## config.mk

```make
export PLATFORM = sky130hd
export DESIGN_NAME = inverter_pipe_flat
export DESIGN_NICKNAME = d
export VERILOG_FILES = /design/src/rtl/inverter_pipe_if.sv /design/src/rtl/inverter_pipe.sv /design/src/flat_wrapper.sv
export SDC_FILE = /design/constraint.sdc
export NUM_CORES = 1
export LEC_CHECK = 0
export ABC_AREA = 1
export CORE_ASPECT_RATIO = 0.9
export CORE_MARGIN = 10
export CORE_UTILIZATION = 30
export CTS_CLUSTER_DIAMETER = 40
export DETAILED_ROUTE_END_ITERATION = 10
export PLACE_DENSITY = 0.65
export SYNTH_ARGS = -nofsm -noshare
export SYNTH_HDL_FRONTEND = slang
export SYNTH_SLANG_ARGS = --single-unit
```

## constraint.sdc

```tcl
create_clock -name clk -period 1.25 [get_ports clk]
set_input_delay 0.25 -clock clk [delete_from_list [all_inputs] [get_ports clk]]
set_output_delay 0.25 -clock clk [all_outputs]
set_load 0.05 [all_outputs]
```

## src/rtl/inverter_pipe_if.sv

```systemverilog
// Streaming bus for inverter_pipe: producer handshake, consumer handshake, mask control and status.
// parity_out is present only when INVERTER_PARITY_EN is defined.
interface inverter_pipe_if #(
    parameter int DATA_WIDTH  = 32,
    parameter int COUNT_WIDTH = 16
);
    logic                   mask_load;
    logic [DATA_WIDTH-1:0]  mask_in;
    logic [DATA_WIDTH-1:0]  data_in;
    logic                   valid_in;
    logic                   ready_out;
    logic [DATA_WIDTH-1:0]  data_out;
    logic                   valid_out;
    logic                   ready_in;
    logic [COUNT_WIDTH-1:0] word_count;
    logic [DATA_WIDTH-1:0]  mask_out;
`ifdef INVERTER_PARITY_EN
    logic                   parity_out;
`endif

    modport slave (
        input  mask_load, mask_in, data_in, valid_in, ready_in,
        output ready_out, data_out, valid_out, word_count, mask_out
`ifdef INVERTER_PARITY_EN
        , output parity_out
`endif
    );

    modport master (
        output mask_load, mask_in, data_in, valid_in, ready_in,
        input  ready_out, data_out, valid_out, word_count, mask_out
`ifdef INVERTER_PARITY_EN
        , input parity_out
`endif
    );
endinterface

```

## src/rtl/inverter_pipe.sv

```systemverilog
// XOR-with-mask inverter on a LATENCY-stage valid/ready pipe; optional parity via INVERTER_PARITY_EN.
// Latency: word accepted at edge N is on data_out after edge N+LATENCY-1.
// Backpressure: full, capacity LATENCY words, ready_out is combinational from ready_in.
module inverter_pipe #(
    parameter int DATA_WIDTH  = 32,
    parameter int LATENCY     = 2,
    parameter int COUNT_WIDTH = 16
) (
    input  logic           clk,
    input  logic           rst_n,
    inverter_pipe_if.slave bus
);

    if (LATENCY < 1 || LATENCY > 8) begin : g_bad_latency
        $error("inverter_pipe: LATENCY must be in 1..8");
    end

    logic [LATENCY-1:0]                 vld_q, vld_d;
    logic [LATENCY-1:0][DATA_WIDTH-1:0] dat_q, dat_d;
    logic [LATENCY-1:0]                 ld;
    logic [DATA_WIDTH-1:0]              mask_q, mask_d;
    logic [COUNT_WIDTH-1:0]             cnt_q, cnt_d;
    logic                               out_xfer;

    // A stage can load when the consumer takes a word or any stage at or after it has a hole,
    // because every stage ahead of that hole shifts forward this cycle.
    for (genvar g = 0; g < LATENCY; g++) begin : g_stage
        assign ld[g] = bus.ready_in | ~(&vld_q[LATENCY-1:g]);
        if (g == 0) begin : g_first
            assign vld_d[g] = ld[g] ? bus.valid_in : vld_q[g];
            assign dat_d[g] = (ld[g] && bus.valid_in) ? (bus.data_in ^ mask_q) : dat_q[g];
        end else begin : g_rest
            assign vld_d[g] = ld[g] ? vld_q[g-1] : vld_q[g];
            assign dat_d[g] = (ld[g] && vld_q[g-1]) ? dat_q[g-1] : dat_q[g];
        end
    end

    assign out_xfer = vld_q[LATENCY-1] & bus.ready_in;
    assign mask_d   = bus.mask_load ? bus.mask_in : mask_q;
    assign cnt_d    = (out_xfer && (cnt_q != {COUNT_WIDTH{1'b1}})) ? cnt_q + COUNT_WIDTH'(1) : cnt_q;

    always_ff @(posedge clk or negedge rst_n) begin
        if (!rst_n) begin
            vld_q  <= '0;
            dat_q  <= '0;
            mask_q <= '1;
            cnt_q  <= '0;
        end else begin
            vld_q  <= vld_d;
            dat_q  <= dat_d;
            mask_q <= mask_d;
            cnt_q  <= cnt_d;
        end
    end

    assign bus.ready_out  = ld[0];
    assign bus.data_out   = dat_q[LATENCY-1];
    assign bus.valid_out  = vld_q[LATENCY-1];
    assign bus.word_count = cnt_q;
    assign bus.mask_out   = mask_q;

`ifdef INVERTER_PARITY_EN
    logic par_q, par_d;

    // Tracks the last stage exactly, so it holds whenever data_out holds.
    assign par_d = ^dat_d[LATENCY-1];

    always_ff @(posedge clk or negedge rst_n) begin
        if (!rst_n) begin
            par_q <= 1'b0;
        end else begin
            par_q <= par_d;
        end
    end

    assign bus.parity_out = par_q;
`endif

endmodule

```

## src/flat_wrapper.sv

```systemverilog
// flat-port wrapper written by rule: the top's interface ports become plain ports
module inverter_pipe_flat 
#(
    parameter int DATA_WIDTH  = 32,
    parameter int LATENCY     = 2,
    parameter int COUNT_WIDTH = 16
)
  (clk, rst_n, bus_mask_load, bus_mask_in, bus_data_in, bus_valid_in, bus_ready_in, bus_ready_out, bus_data_out, bus_valid_out, bus_word_count, bus_mask_out);
  inverter_pipe_if #(.DATA_WIDTH(DATA_WIDTH), .COUNT_WIDTH(COUNT_WIDTH)) bus_i ();
  input  logic clk;
  input  logic rst_n;
  input wire logic [$bits(bus_i.mask_load)-1:0] bus_mask_load;
  input wire logic [$bits(bus_i.mask_in)-1:0] bus_mask_in;
  input wire logic [$bits(bus_i.data_in)-1:0] bus_data_in;
  input wire logic [$bits(bus_i.valid_in)-1:0] bus_valid_in;
  input wire logic [$bits(bus_i.ready_in)-1:0] bus_ready_in;
  output wire logic [$bits(bus_i.ready_out)-1:0] bus_ready_out;
  output wire logic [$bits(bus_i.data_out)-1:0] bus_data_out;
  output wire logic [$bits(bus_i.valid_out)-1:0] bus_valid_out;
  output wire logic [$bits(bus_i.word_count)-1:0] bus_word_count;
  output wire logic [$bits(bus_i.mask_out)-1:0] bus_mask_out;
  assign bus_i.mask_load = bus_mask_load;
  assign bus_i.mask_in = bus_mask_in;
  assign bus_i.data_in = bus_data_in;
  assign bus_i.valid_in = bus_valid_in;
  assign bus_i.ready_in = bus_ready_in;
  assign bus_ready_out = bus_i.ready_out;
  assign bus_data_out = bus_i.data_out;
  assign bus_valid_out = bus_i.valid_out;
  assign bus_word_count = bus_i.word_count;
  assign bus_mask_out = bus_i.mask_out;
  inverter_pipe #(.DATA_WIDTH(DATA_WIDTH), .LATENCY(LATENCY), .COUNT_WIDTH(COUNT_WIDTH)) u_core (.clk(clk), .rst_n(rst_n), .bus(bus_i));
endmodule
```

==> results.md, run 1 <==
* Mean post-synth cell area at 9.846 um2
* CTS H-tree lvls at 4
* Tightest Pin Transition at 0.3161 ns
* Largest net degree at the start of global routing at 58
* Share of cells above drive strength 1 at 52.64%
* DRT iter0 DRCs at 259
* Clock tree from TritonCTS: built
* Total GRT Usage at 13.00%
* Count of cell types in the netlist at 24
* CORE AREA at 16950 um2
* Clk buf depth at 2
* Reg2reg path depth at 8
* Total Routed Length at 16.75 mm
* Total of max-cap violations at 0
* Starting density of the core at 30.62%
* Post-detailed-route count of antenna-violating nets at 0
* # rows at 45
* Cts bufs inserted at 17
* Status: finished with violations
* Commonest non-fill, non-tap cell in the layout: buf_12
* Sw Pwr at 0.005516 W
* Hold slack final at 0.2631 ns
* Post-synth net total at 597
* Finish-stage setup viols at 103
* Clock root buffer: clkbuf_16
* Total power at 0.01650 W
* I/O pins at 151
* Nets at 851
* Die Width at 158.6 um
* Sequential share of the synthesized area at 55.75%
* Setup ws final at -0.1701 ns
* Leakage at 4.545 nW
* Vias in the first global route at 4446
* Clock group share of total power at 31.9%
* Critical path class: register to primary output
* Die footprint at 22960 um2
* Period utilization at 113.6%
* Clock latency on the worst-skew pair at 0.41 ns
* DR vias at 4401
* Slew margin rel. at 78.93%
* Most frequent cells in the layout: buf_12 (93), buf_4 (88), nand2_1 (86)
* Logic gate share of total power at 38.0%
* Endpoint class of the critical path: primary output
* Grt ovf at 0
* Slew Viols, Final at 0
* Die height at 144.8 um
* Max Fanout on Critical Path at 2
* CTS clock-pin slew for the worst setup and hold paths at 0.06 ns
* Clock sinks at 114
* Synthesis warning total at 0
* Fin crit period at 1.420 ns
* Worst ir drop on vdd at 1260 uV
* Port-buffer cells at 150
* Cell Pwr Density at 1669 nW/um2
* Synth Instances at 527
* Seq pwr share at 30.1%
* Int Pwr at 0.01098 W
* Area grow syn2layout at 90.50%
* Clock Skews at 0.01190 ns
* DRC Markers at 0
* Post-DP HPWL at 10.13 mm
* Fin. Hold Viols at 0
* Routed WL per cell at 16.28 um
* Initial antenna violation count at 0
* Routed vias/inst at 4.277
* WP data arrival at 1.17 ns
* First-pass GRT wire length at 23.05 mm
* Kind of start point of the critical path: register
* Gpl congestion at 0.8214
* RSZ-0062 raised after global routing: true
* Core Util, Final at 58.32%
* Number of antenna repair diodes at 0
* Failing checks: negative setup slack
* First drt pass iteration count at 4
* Sw frac at 33.43%
* Synthesized cell area at 5189 um2
* Yosys reg bits at 114
* Worst EP required at 1.00 ns
* Worst Hold Class: input pin to asynchronous set/reset pin
* Fmax at 0.7042 GHz
[power by group through the flow]
stage | logic [W] | clock network (W) | registers (W)
after global routing | 0.00661 | 0.00554 | 0.00503
final | 0.00626 | 0.00527 | 0.00497
after global placement | 0.00510 | 0 | 0.00506
after CTS | 0.00570 | 0.00536 | 0.00495
after detailed placement | 0.00514 | 0 | 0.00508
after floorplan | 0.00218 | 0 | 0.00547
[synth_stat cells]
library cell	number	area share [%]
nand4_1	7	0.84
mux2_2	30	6.5
dfrtp_1	82	40
buf_4	32	4.6
nand3_1	8	0.77
nand2_2	5	0.60
inv_1	49	3.5
dfstp_2	32	16
ha_1	1	0.24
nor2_2	4	0.48
mux2_1	2	0.43
nor2_1	11	0.80
xnor2_1	1	0.17
buf_2	9	0.87
clkbuf_1	7	0.51
nor3_1	1	0.096
o21ai_0	64	6.2
inv_2	3	0.22
o21ai_1	5	0.48
buf_6	1	0.22
nand3b_1	2	0.29
nand2_1	132	9.5
xor2_1	34	5.7
nor2_4	5	1.1
[metrics by stage]
step / cells / setup WS (ns) / setup TNS [ns] / cell area [um2]
2_1_floorplan: 527 / -0.2102 / -3.156 / 5245
3_3_place_gp: 903 / -0.2497 / -21.41 / 7919
3_5_place_dp: 903 / -0.2784 / -21.97 / 7919
4_1_cts: 993 / -0.1780 / -7.223 / 9184
5_1_grt: 1029 / -0.2227 / -15.72 / 9884
6_report: 1029 / -0.1701 / -9.574 / 9884
[worst paths after layout]
check	to	slack (ns)	startpoint
hold / removal	u_core.bus.word_count[1]	0.26	rst_n
hold reg to reg	u_core.dat_q[14]	0.51	u_core.dat_q[14]
min in group clk	u_core.bus.mask_out[4]	0.44	bus_mask_in[4]
max in group asynchronous	u_core.bus.mask_out[5]	0.36	rst_n
setup / recovery	bus_ready_out	-0.17	u_core.vld_q[1]
setup reg to reg	u_core.dat_q[10]	-0.15	u_core.vld_q[1]
[layer usage]
metal,track usage [%],share of wire [%],vias up
met5,0,0,-
met4,3.799,1.1,0
met3,7.819,10,16
met2,20.47,50,121
met1,14.47,39,2103
li1,-,-,2161
[cell families (layout without fill, tap and decap cells)]
kind of cell | count (synthesis) | count (layout) | share of synthesized area (%)
multiplexers | 32 | 32 | 6.945
buffers and inverters | 101 | 367 | 9.983
AO/OA/AOI/OAI | 69 | 69 | 6.655
flip-flops | 114 | 114 | 55.75
adder cells (fa/ha/maj) | 1 | 1 | 0.2411
AND/OR/NAND/NOR | 175 | 176 | 14.52
XOR/XNOR | 35 | 35 | 5.908
[layout make-up]
class                      count  area, um2
clock inverter                14      201.4
timing repair buffer         283       3682
fill                        1344       7063
multi-input combinational    313       2161
inverter                      52      195.2
sequential                   114       2912
clock buffer                  18      439.2
tap                          235      294.0
[critical path, cell delays in order (launching register included)]
cell	delay [ns]
dfrtp_2	0.42
nand2_4	0.08
nor2_4	0.04
inv_2	0.07
buf_12	0.14
[flip-flops by register name, indices dropped and copies added (netlist names)]
signal and cells:
u_core.dat_q 32, u_core.bus.word_count 16, u_core.bus.mask_out 32, u_core.bus.data_out 32, u_core.vld_q 2
[what timing repair did]
item                                   CTS  global route
pin swaps                               19            12
hold buffers                             1             0
cloned                                   0            11
setup buffers                           57            25
setup endpoints to repair               89           130
gates resized for setup                 51           115
endpoints found under the hold margin   38             0
No activity file was read; power rests on OpenSTA's default activity.
==> inputs of run 2 (changes only) <==
- REMOVE_ABC_BUFFERS: unset -> 1
==> results.md, run 2 (synthesis results as in run 1) <==
* Gpl congestion at 0.8233 (+0.23%)
* Period utilization at 118.0% (+4.4 points)
* Setup slack at placement at -0.4468 ns (-0.1684 ns)
* Worst EP required at 1.00 ns (about the same)
* Share of cells above drive strength 1 at 51.32% (-1.3 points)
* Routed WL per cell at 16.08 um (-1.2%)
* Leakage at 4.550 nW (+0.11%)
* Clock root buffer: clkbuf_16
* RSZ-0062 raised after global routing: true
* Fin. Hold Viols at 0 (unchanged)
* Post-DP Area at 7945 um2 (+0.33%)
* Clk buf depth at 2 (unchanged)
* Grt ovf at 0 (unchanged)
* Number of antenna repair diodes at 0 (unchanged)
* Most frequent cells in the layout: buf_12 (95), buf_4 (86), nand2_1 (85)
* CTS H-tree lvls at 4 (unchanged)
* Kind of start point of the critical path: register
* Starting density of the core at 30.62% (unchanged)
* # rows at 45 (unchanged)
* Post-detailed-route count of antenna-violating nets at 0 (unchanged)
* Total Routed Length at 16.54 mm (-1.3%)
* Slew Viols, Final at 0 (unchanged)
* Total GRT Usage at 14.41% (+1.4 points)
* Critical path class: register to primary output
* Area grow syn2layout at 91.03%
* Die height at 144.8 um (unchanged)
* Commonest non-fill, non-tap cell in the layout: buf_12
* Worst Hold Class: input pin to asynchronous set/reset pin
* Core Util, Final at 58.49% (+0.16 points)
* Slew margin rel. at 78.82% (-0.11 points)
* First drt pass iteration count at 4 (unchanged)
* Routed vias/inst at 4.327 (+1.2%)
* CTS clock-pin slew for the worst setup and hold paths at 0.06 ns (about the same)
* Cts bufs inserted at 17 (unchanged)
* Initial antenna violation count at 0 (unchanged)
* Largest net degree at the start of global routing at 44 (-24%)
* Post-DP HPWL at 10.41 mm (+2.8%)
* Clock latency on the worst-skew pair at 0.42 ns (about the same)
* DR vias at 4448 (+1.1%)
* First-pass GRT wire length at 25.09 mm (+8.8%)
* Final instance area at 9912 um2 (+0.28%)
* Setup ws final at -0.2250 ns (-0.05492 ns)
* I/O pins at 151 (unchanged)
* DRT iter0 DRCs at 198 (-24%)
* CORE AREA at 16950 um2 (unchanged)
* Nets at 850 (-0.12%)
* Clock tree from TritonCTS: built
* Vias in the first global route at 4686 (+5.4%)
* Clock Skews at 0.009763 ns (-0.002137 ns)
* Tightest Pin Transition at 0.3167 ns (+0.0005368 ns)
* WP data arrival at 1.23 ns (+0.06 ns)
* Die Width at 158.6 um (unchanged)
* Worst ir drop on vdd at 1005 uV (-20%)
* Clock sinks at 114 (unchanged)
* Cell Pwr Density at 1666 nW/um2 (-0.17%)
* Endpoint class of the critical path: primary output
* Total power at 0.01651 W (+0.11%)
* Filler cell count at 1340 (-0.30%)
* Reg2reg path depth at 9 (+1)
* Max Fanout on Critical Path at 2 (unchanged)
* Die footprint at 22960 um2 (unchanged)
* Status: finished with violations
* Failing checks: negative setup slack
* Total of max-cap violations at 0 (unchanged)
* Fmax at 0.6780 GHz (-3.7%)
* Port-buffer cells at 150 (unchanged)
* DRC Markers at 0 (unchanged)
* Fin crit period at 1.475 ns (+0.05492 ns)
* Finish-stage setup viols at 101 (-1.9%)
-- run 2: cell count changes in the layout (fill, tap and decap cells not counted), sizes merged --
cell / change
buf: +6
clkbuf: -7
clkdlybuf4s50: -1
clkinv: -1
clkinvlp: +1
nor2: +1
-- run 2: timing repair --
action | in CTS | in global routing
endpoints found under the setup margin | 129 | 130
buffers inserted | 67 | 13
pin swaps | 22 | 22
hold endpoints to repair | 11 | 0
resized for setup | 115 | 69
gates cloned | 8 | 0
hold buffers | 1 | 0
-- run 2: final cells by class --
class / instances / area (um2) / area share (%)
inverter: 52 / 197.7 / 1.994
timing repair buffer: 281 / 3681 / 37.14
tap: 235 / 294.0 / 2.966
clock buffer: 18 / 439.2 / 4.431
multi-input combinational: 314 / 2206 / 22.25
sequential: 114 / 2894 / 29.20
clock inverter: 14 / 200.2 / 2.020
-- run 2: worst max-delay path: stages (launching register included) --
cell and delay [ns]:
dfrtp_1 0.40, buf_4 0.15, buf_4 0.13, buf_12 0.14
-- run 2: worst paths after layout --
check                                          from                        end  slack (ns)
setup / recovery                    u_core.vld_q[1]              bus_valid_out       -0.23
hold / removal                                rst_n   u_core.bus.word_count[4]        0.25
setup reg to reg           u_core.bus.word_count[0]  u_core.bus.word_count[10]       -0.19
hold reg to reg                    u_core.dat_q[18]           u_core.dat_q[18]        0.51
max in group asynchronous                     rst_n    u_core.bus.mask_out[14]        0.43
min in group clk                      bus_mask_load     u_core.bus.mask_out[5]        0.38
-- run 2: metal layers --
metal	wire length (um)	up-vias	GRT usage (%)
met4	204	0	4.968
met5	0	-	0
met2	8081	128	22.68
met3	1596	19	7.524
met1	6652	2147	16.46
li1	-	2154	-
-- run 2: per-stage QoR --
| stage | hold WS (ns) | instances | setup TNS [ns] |
|---|---|---|---|
| after floorplan | -0.04559 | 478 | -46.18 |
| after global placement | 0.1421 | 912 | -22.60 |
| after detailed placement | 0.1494 | 912 | -23.14 |
| after CTS | 0.2478 | 1018 | -11.49 |
| after global routing | 0.2675 | 1028 | -16.46 |
| final | 0.2499 | 1028 | -10.46 |
-- run 2: where the power goes --
part / leakage, nW / total (W) / internal (W) / switching [W]
logic: 2.88 / 0.00628 / 0.00314 / 0.00314
registers: 1.37 / 0.00494 / 0.00441 / 0.000530
clock network: 0.304 / 0.00529 / 0.00341 / 0.00188
total: 4.55 / 0.0165 / 0.0110 / 0.00555
